<file path="src/rtl/bpb_gshare.sv">
// Branch prediction buffer: direct-mapped BTB plus a 2-bit counter PHT indexed
// either by PC (bimodal) or by PC XOR global history (gshare).
`ifndef BPB_E
`define BPB_E 16
`endif
`ifndef BPB_T
`define BPB_T 4
`endif

module bpb_gshare #(
    parameter int ENTRIES     = `BPB_E,
    parameter int INDEX_WIDTH = `BPB_T,
    parameter int GHR_WIDTH   = INDEX_WIDTH,
    parameter int MODE        = 1
) (
    input  logic        clk_i,
    input  logic        rst_i,
    input  logic        stall_i,
    input  logic        flush_i,
    input  logic [31:0] instr_addr_i,
    input  logic        is_branch_i,
    input  logic [31:0] update_pc_i,
    input  logic        real_taken_i,
    input  logic [31:0] real_addr_i,
    output logic        predict_taken_o,
    output logic [31:0] predict_addr_o,
    output logic [31:0] branch_cnt_o,
    output logic [31:0] mispredict_cnt_o
);
    localparam int TAG_W = 32 - INDEX_WIDTH - 2;

    logic [ENTRIES-1:0]     valid;
    logic [TAG_W-1:0]       tag    [ENTRIES];
    logic [31:0]            target [ENTRIES];
    logic [1:0]             pht    [ENTRIES];
    logic [GHR_WIDTH-1:0]   ghr;
    logic [31:0]            branch_cnt;
    logic [31:0]            mispredict_cnt;

    logic [INDEX_WIDTH-1:0] ghr_ext;
    logic [INDEX_WIDTH-1:0] lk_idx, lk_pidx;
    logic                   lk_hit, lk_taken;
    logic [INDEX_WIDTH-1:0] up_idx, up_pidx;
    logic                   up_hit, up_taken, up_mispredict;
    logic [1:0]             up_ctr_next;
    logic                   write_en;
    logic                   unused_pc_bits;

    assign unused_pc_bits = ^{instr_addr_i[1:0], update_pc_i[1:0]};
    assign ghr_ext = INDEX_WIDTH'(ghr);

    // Fetch-side lookup, purely from registered state.
    always_comb begin
        lk_idx   = instr_addr_i[INDEX_WIDTH+1:2];
        lk_pidx  = (MODE == 1) ? (lk_idx ^ ghr_ext) : lk_idx;
        lk_hit   = valid[lk_idx] && (tag[lk_idx] == instr_addr_i[31:INDEX_WIDTH+2]);
        lk_taken = lk_hit && pht[lk_pidx][1];
    end

    assign predict_taken_o = lk_taken && !flush_i;
    assign predict_addr_o  = predict_taken_o ? target[lk_idx] : instr_addr_i + 32'd4;

    // The update port re-derives the prediction that was made for this branch.
    always_comb begin
        up_idx        = update_pc_i[INDEX_WIDTH+1:2];
        up_pidx       = (MODE == 1) ? (up_idx ^ ghr_ext) : up_idx;
        up_hit        = valid[up_idx] && (tag[up_idx] == update_pc_i[31:INDEX_WIDTH+2]);
        up_taken      = up_hit && pht[up_pidx][1];
        up_mispredict = (up_taken != real_taken_i) ||
                        (up_taken && (target[up_idx] != real_addr_i));
        up_ctr_next   = pht[up_pidx];
        if (real_taken_i && pht[up_pidx] != 2'b11)
            up_ctr_next = pht[up_pidx] + 2'd1;
        else if (!real_taken_i && pht[up_pidx] != 2'b00)
            up_ctr_next = pht[up_pidx] - 2'd1;
    end

    assign write_en = is_branch_i && !stall_i;

    always_ff @(posedge clk_i) begin
        if (rst_i) begin
            for (int i = 0; i < ENTRIES; i++) begin
                valid[i] <= 1'b0;
                pht[i]   <= 2'b01;
            end
            ghr            <= '0;
            branch_cnt     <= '0;
            mispredict_cnt <= '0;
        end else if (write_en) begin
            if (up_hit) begin
                pht[up_pidx] <= up_ctr_next;
                if (real_taken_i)
                    target[up_idx] <= real_addr_i;
            end else begin
                valid[up_idx]  <= 1'b1;
                tag[up_idx]    <= update_pc_i[31:INDEX_WIDTH+2];
                target[up_idx] <= real_addr_i;
                pht[up_pidx]   <= real_taken_i ? 2'b10 : 2'b01;
            end
            ghr            <= (MODE == 1) ? ((ghr << 1) | GHR_WIDTH'(real_taken_i)) : '0;
            branch_cnt     <= branch_cnt + 32'd1;
            mispredict_cnt <= mispredict_cnt + (up_mispredict ? 32'd1 : 32'd0);
        end
    end

    assign branch_cnt_o     = branch_cnt;
    assign mispredict_cnt_o = mispredict_cnt;

endmodule
</file>
<file path="config.mk">
export PLATFORM = sky130hd
export DESIGN_NAME = bpb_gshare
export DESIGN_NICKNAME = d
export VERILOG_FILES = /design/src/rtl/bpb_gshare.sv
export SDC_FILE = /design/constraint.sdc
export NUM_CORES = 2
export LEC_CHECK = 0
export BUFFER_PORTS_ARGS = -buffer_cell sky130_fd_sc_hd__buf_2
export CELL_PAD_IN_SITES_DETAIL_PLACEMENT = 2
export CELL_PAD_IN_SITES_GLOBAL_PLACEMENT = 2
export CORE_MARGIN = 8
export CORE_UTILIZATION = 46
export CTS_BUF_LIST = sky130_fd_sc_hd__clkbuf_4 sky130_fd_sc_hd__clkbuf_8
export CTS_CLUSTER_SIZE = 25
export DETAILED_ROUTE_END_ITERATION = 8
export HOLD_SLACK_MARGIN = 0.05
export PLACE_DENSITY = 0.84
export SKIP_CTS_REPAIR_TIMING = 1
export SLEW_MARGIN = 20
export SYNTH_ARGS = -nofsm -noshare
export SYNTH_HDL_FRONTEND = slang
export SYNTH_SLANG_ARGS = --single-unit
</file>
<file path="constraint.sdc">
create_clock -name clk_i -period 15.5 [get_ports clk_i]
set_input_delay 0.775 -clock clk_i [delete_from_list [all_inputs] [get_ports clk_i]]
set_output_delay 0.775 -clock clk_i [all_outputs]
set_load 0.02 [all_outputs]
</file>
==> results.cfg <==
[status]
outcome = finished, final reports clean

[layout]
regArea_mm2 = 0.0305
fillers = 9302
area_growth_pct = 11.9
nets = 3104
multi_input_area_mm2 = 0.0186
drive_gt1_share_pct = 37.1

[power_and_ir_drop]
comb_power_share_pct = 9.2
peakVddDrop_v = 0.0000703
power.internal_mw = 4.57
p_per_area_mw_per_mm2 = 110
power.share.sequential_pct = 50.6
fin_total_pwr_mw = 6.14
p_leak_nw = 18.0
p_switching_mw = 1.57
clkPwrFrac_pct = 40.2
switching_share_pct = 25.6

[drt]
firstDrtPassIters = 6
drcViolationCount = 0
via_per_inst = 6.79
wire_per_inst_um = 38.6
via_count = 31000
drtIter0Drc = 3694
postRouteAntennaNets = 0
wl_um = 176000

[critical_path]
critPathLaunchType = input port
r2r_end = mispredict_cnt_o[31]$_SDFFE_PP0P_
worstReg2RegStart = target[15][28]$_DFFE_PP_
critPathMaxFanout = 91
required_ns = 14.73
crit_arrival_ns = 6.26
reg2reg_depth = 17
reg2reg_slack_ns = 9.77
end_kind = primary output
worstSetupPathType = input port to primary output

[synth]
syn_nets = 2852
synth-seq-cells = 1044
post-synth-top-count-cell = edfxtp_1
synthTopCellsByArea = edfxtp_1 (58%), mux4_2 (24%), dfxtp_1 (3.4%), xor2_1 (1.7%), mux2i_1 (1.7%)
synth_top_cell_by_area = edfxtp_1
ys_seq_area_share_pct = 61.0
synth-edff-count = 960
netlist.area_leader.share_pct = 57.7
async_flop_share_pct = 0
ys.flop_type = edfxtp_1
yosys_warnings = 0
synth_area_mm2 = 0.0500
avgSynthCellArea_um2 = 18.2
synthCells = 2744
synth_cell_type_count = 66
synth_common_cells = edfxtp_1 (960), mux4_2 (541), nor2_1 (166)

[cts]
numCtsBuffers = 177
cts-root-buf = clkbuf_8
clock_latency_ns = 0.87
cts.sinks = 1044
clk_pin_slew_ns = 0.06
cts_tree = built
clockBufferDepth = 3
cts_htree_levels = 4

[global_routing]
antenna_found_initial = 24
grt_max_degree = 104
grt_pass1_vias = 34500
grt-ovfl-total = 0
grt_usage_pct = 28.8
grt_pass1_wl_um = 252000

[placement]
portBuffers = 196
gp_congestion = 0.823
place_hpwl_um = 102000

[floorplanning]
die_area_mm2 = 0.119
rows = 121
core_area_mm2 = 0.108
start_util_pct = 46.2
die_h_um = 346
io_pins = 199
die_w_um = 346

[timing]
finalHoldViolCount = 0
finalCriticalPeriod_ns = 7.04
fin_tns_setup_ns = 0
rsz0062_at_grt = no
timing.hold.ws_ns = 0.191
setup_viol = 0
slew_violations = 0
relSlewSlack_pct = 25.2
min_period_over_period_pct = 45.4
worst_pin_slew_ns = 1.12
clock_skew_ns = 0.0567
max_freq_mhz = 142

[worst_hold_path]
hold_depth = 2
hp-start = rst_i
hp-class = input port to flop
holdPathEnd = ghr[2]$_SDFFE_PP0P_

[run]
cap_violations = 0
## final cells by class
class	count	share of cell area, %
sequential	1044	54.5
multi-input combinational	1485	33.3
clock buffer	245	5.33
tap	1414	3.16
timing repair buffer	253	2.69
clock inverter	74	0.709
inverter	35	0.235
antenna	14	0.0626
## layer usage
metal / routed length, um / share of wire, % / up-vias / track usage, %
met2: 88200 / 50 / 1920 / 48.8
met5: 84 / 0.048 / - / 0
li1: - / - / 12000 / -
met1: 63500 / 36 / 16600 / 35.3
met4: 7810 / 4.4 / 12 / 12.0
met3: 16500 / 9.4 / 461 / 7.29
## registers in the layout, summed over array words and instances (netlist names)
name,flops
pht,32
target,512
tag,416
valid,16
mispredict_cnt_o,32
branch_cnt_o,32
ghr,4
## stage by stage
stage	cells	worst slack, ns	utilization [%]	area (um2)
after global placement	4231	8.09	48.5	52500
after floorplan	2744	9.90	-	50000
after detailed placement	4231	7.80	48.5	52500
after CTS	4550	8.43	51.7	55900
final	4564	8.46	51.7	55900
after global routing	4560	8.04	51.7	55900
## critical path, cell delays in order
cell and delay, ns:
buf_8 0.47, buf_12 0.62, buf_4 0.78, mux4_2 0.62, mux4_2 0.59, xnor2_1 0.28, nand4_1 0.25, nor3_1 0.22
nand4_1 0.15, buf_4 0.39, nor2_1 0.41, a21oi_1 0.09, buf_2 0.21
## how the worst max path moves through the flow
stage / from / end / slack [ns]
2_1_floorplan: update_pc_i[2] / mispredict_cnt_o[31]$_SDFFE_PP0P_ / 9.90
3_3_place_gp: update_pc_i[2] / mispredict_cnt_o[31]$_SDFFE_PP0P_ / 8.09
5_1_grt: instr_addr_i[2] / predict_addr_o[4] / 8.04
3_5_place_dp: update_pc_i[2] / mispredict_cnt_o[31]$_SDFFE_PP0P_ / 7.80
6_report: instr_addr_i[2] / predict_addr_o[4] / 8.46
4_1_cts: instr_addr_i[2] / predict_addr_o[4] / 8.43
## cells by family (layout without fill, tap and decap cells)
kind of cell,count (synthesis),count (layout),share of synthesized area [%]
adders and majority gates,6,6,0.150
DFF,1044,1044,61.0
xor gates and xnor gates,187,187,3.28
other,0,14,0
buffers and inverters,215,607,1.99
AOI/OAI and AO/OA,203,203,2.71
and+or+nand+nor,439,439,4.20
muxes,650,650,26.6
## layout by cell type, fill, tap and decap left out, drive strengths merged, types with 59 or more instances in the layout
| cell | Yosys | routed |
|---|---|---|
| xor2 | 97 | 97 |
| mux2i | 83 | 83 |
| nand2 | 73 | 73 |
| nor2 | 167 | 167 |
| edfxtp | 960 | 960 |
| clkbuf | 70 | 246 |
| buf | 110 | 252 |
| dfxtp | 84 | 84 |
| mux4 | 541 | 541 |
| xnor2 | 90 | 90 |
| clkinv | 0 | 59 |
## power groups by stage
stage          combinational (mW)  sequential (mW)  clock (mW)
6_report                    0.566             3.11        2.47
4_1_cts                     0.562             3.11        2.50
3_5_place_dp                0.552             3.16           0
5_1_grt                     0.590             3.11        2.61
3_3_place_gp                0.521             3.16           0
2_1_floorplan               0.347             3.16           0
(Power assumes the default switching activity.)
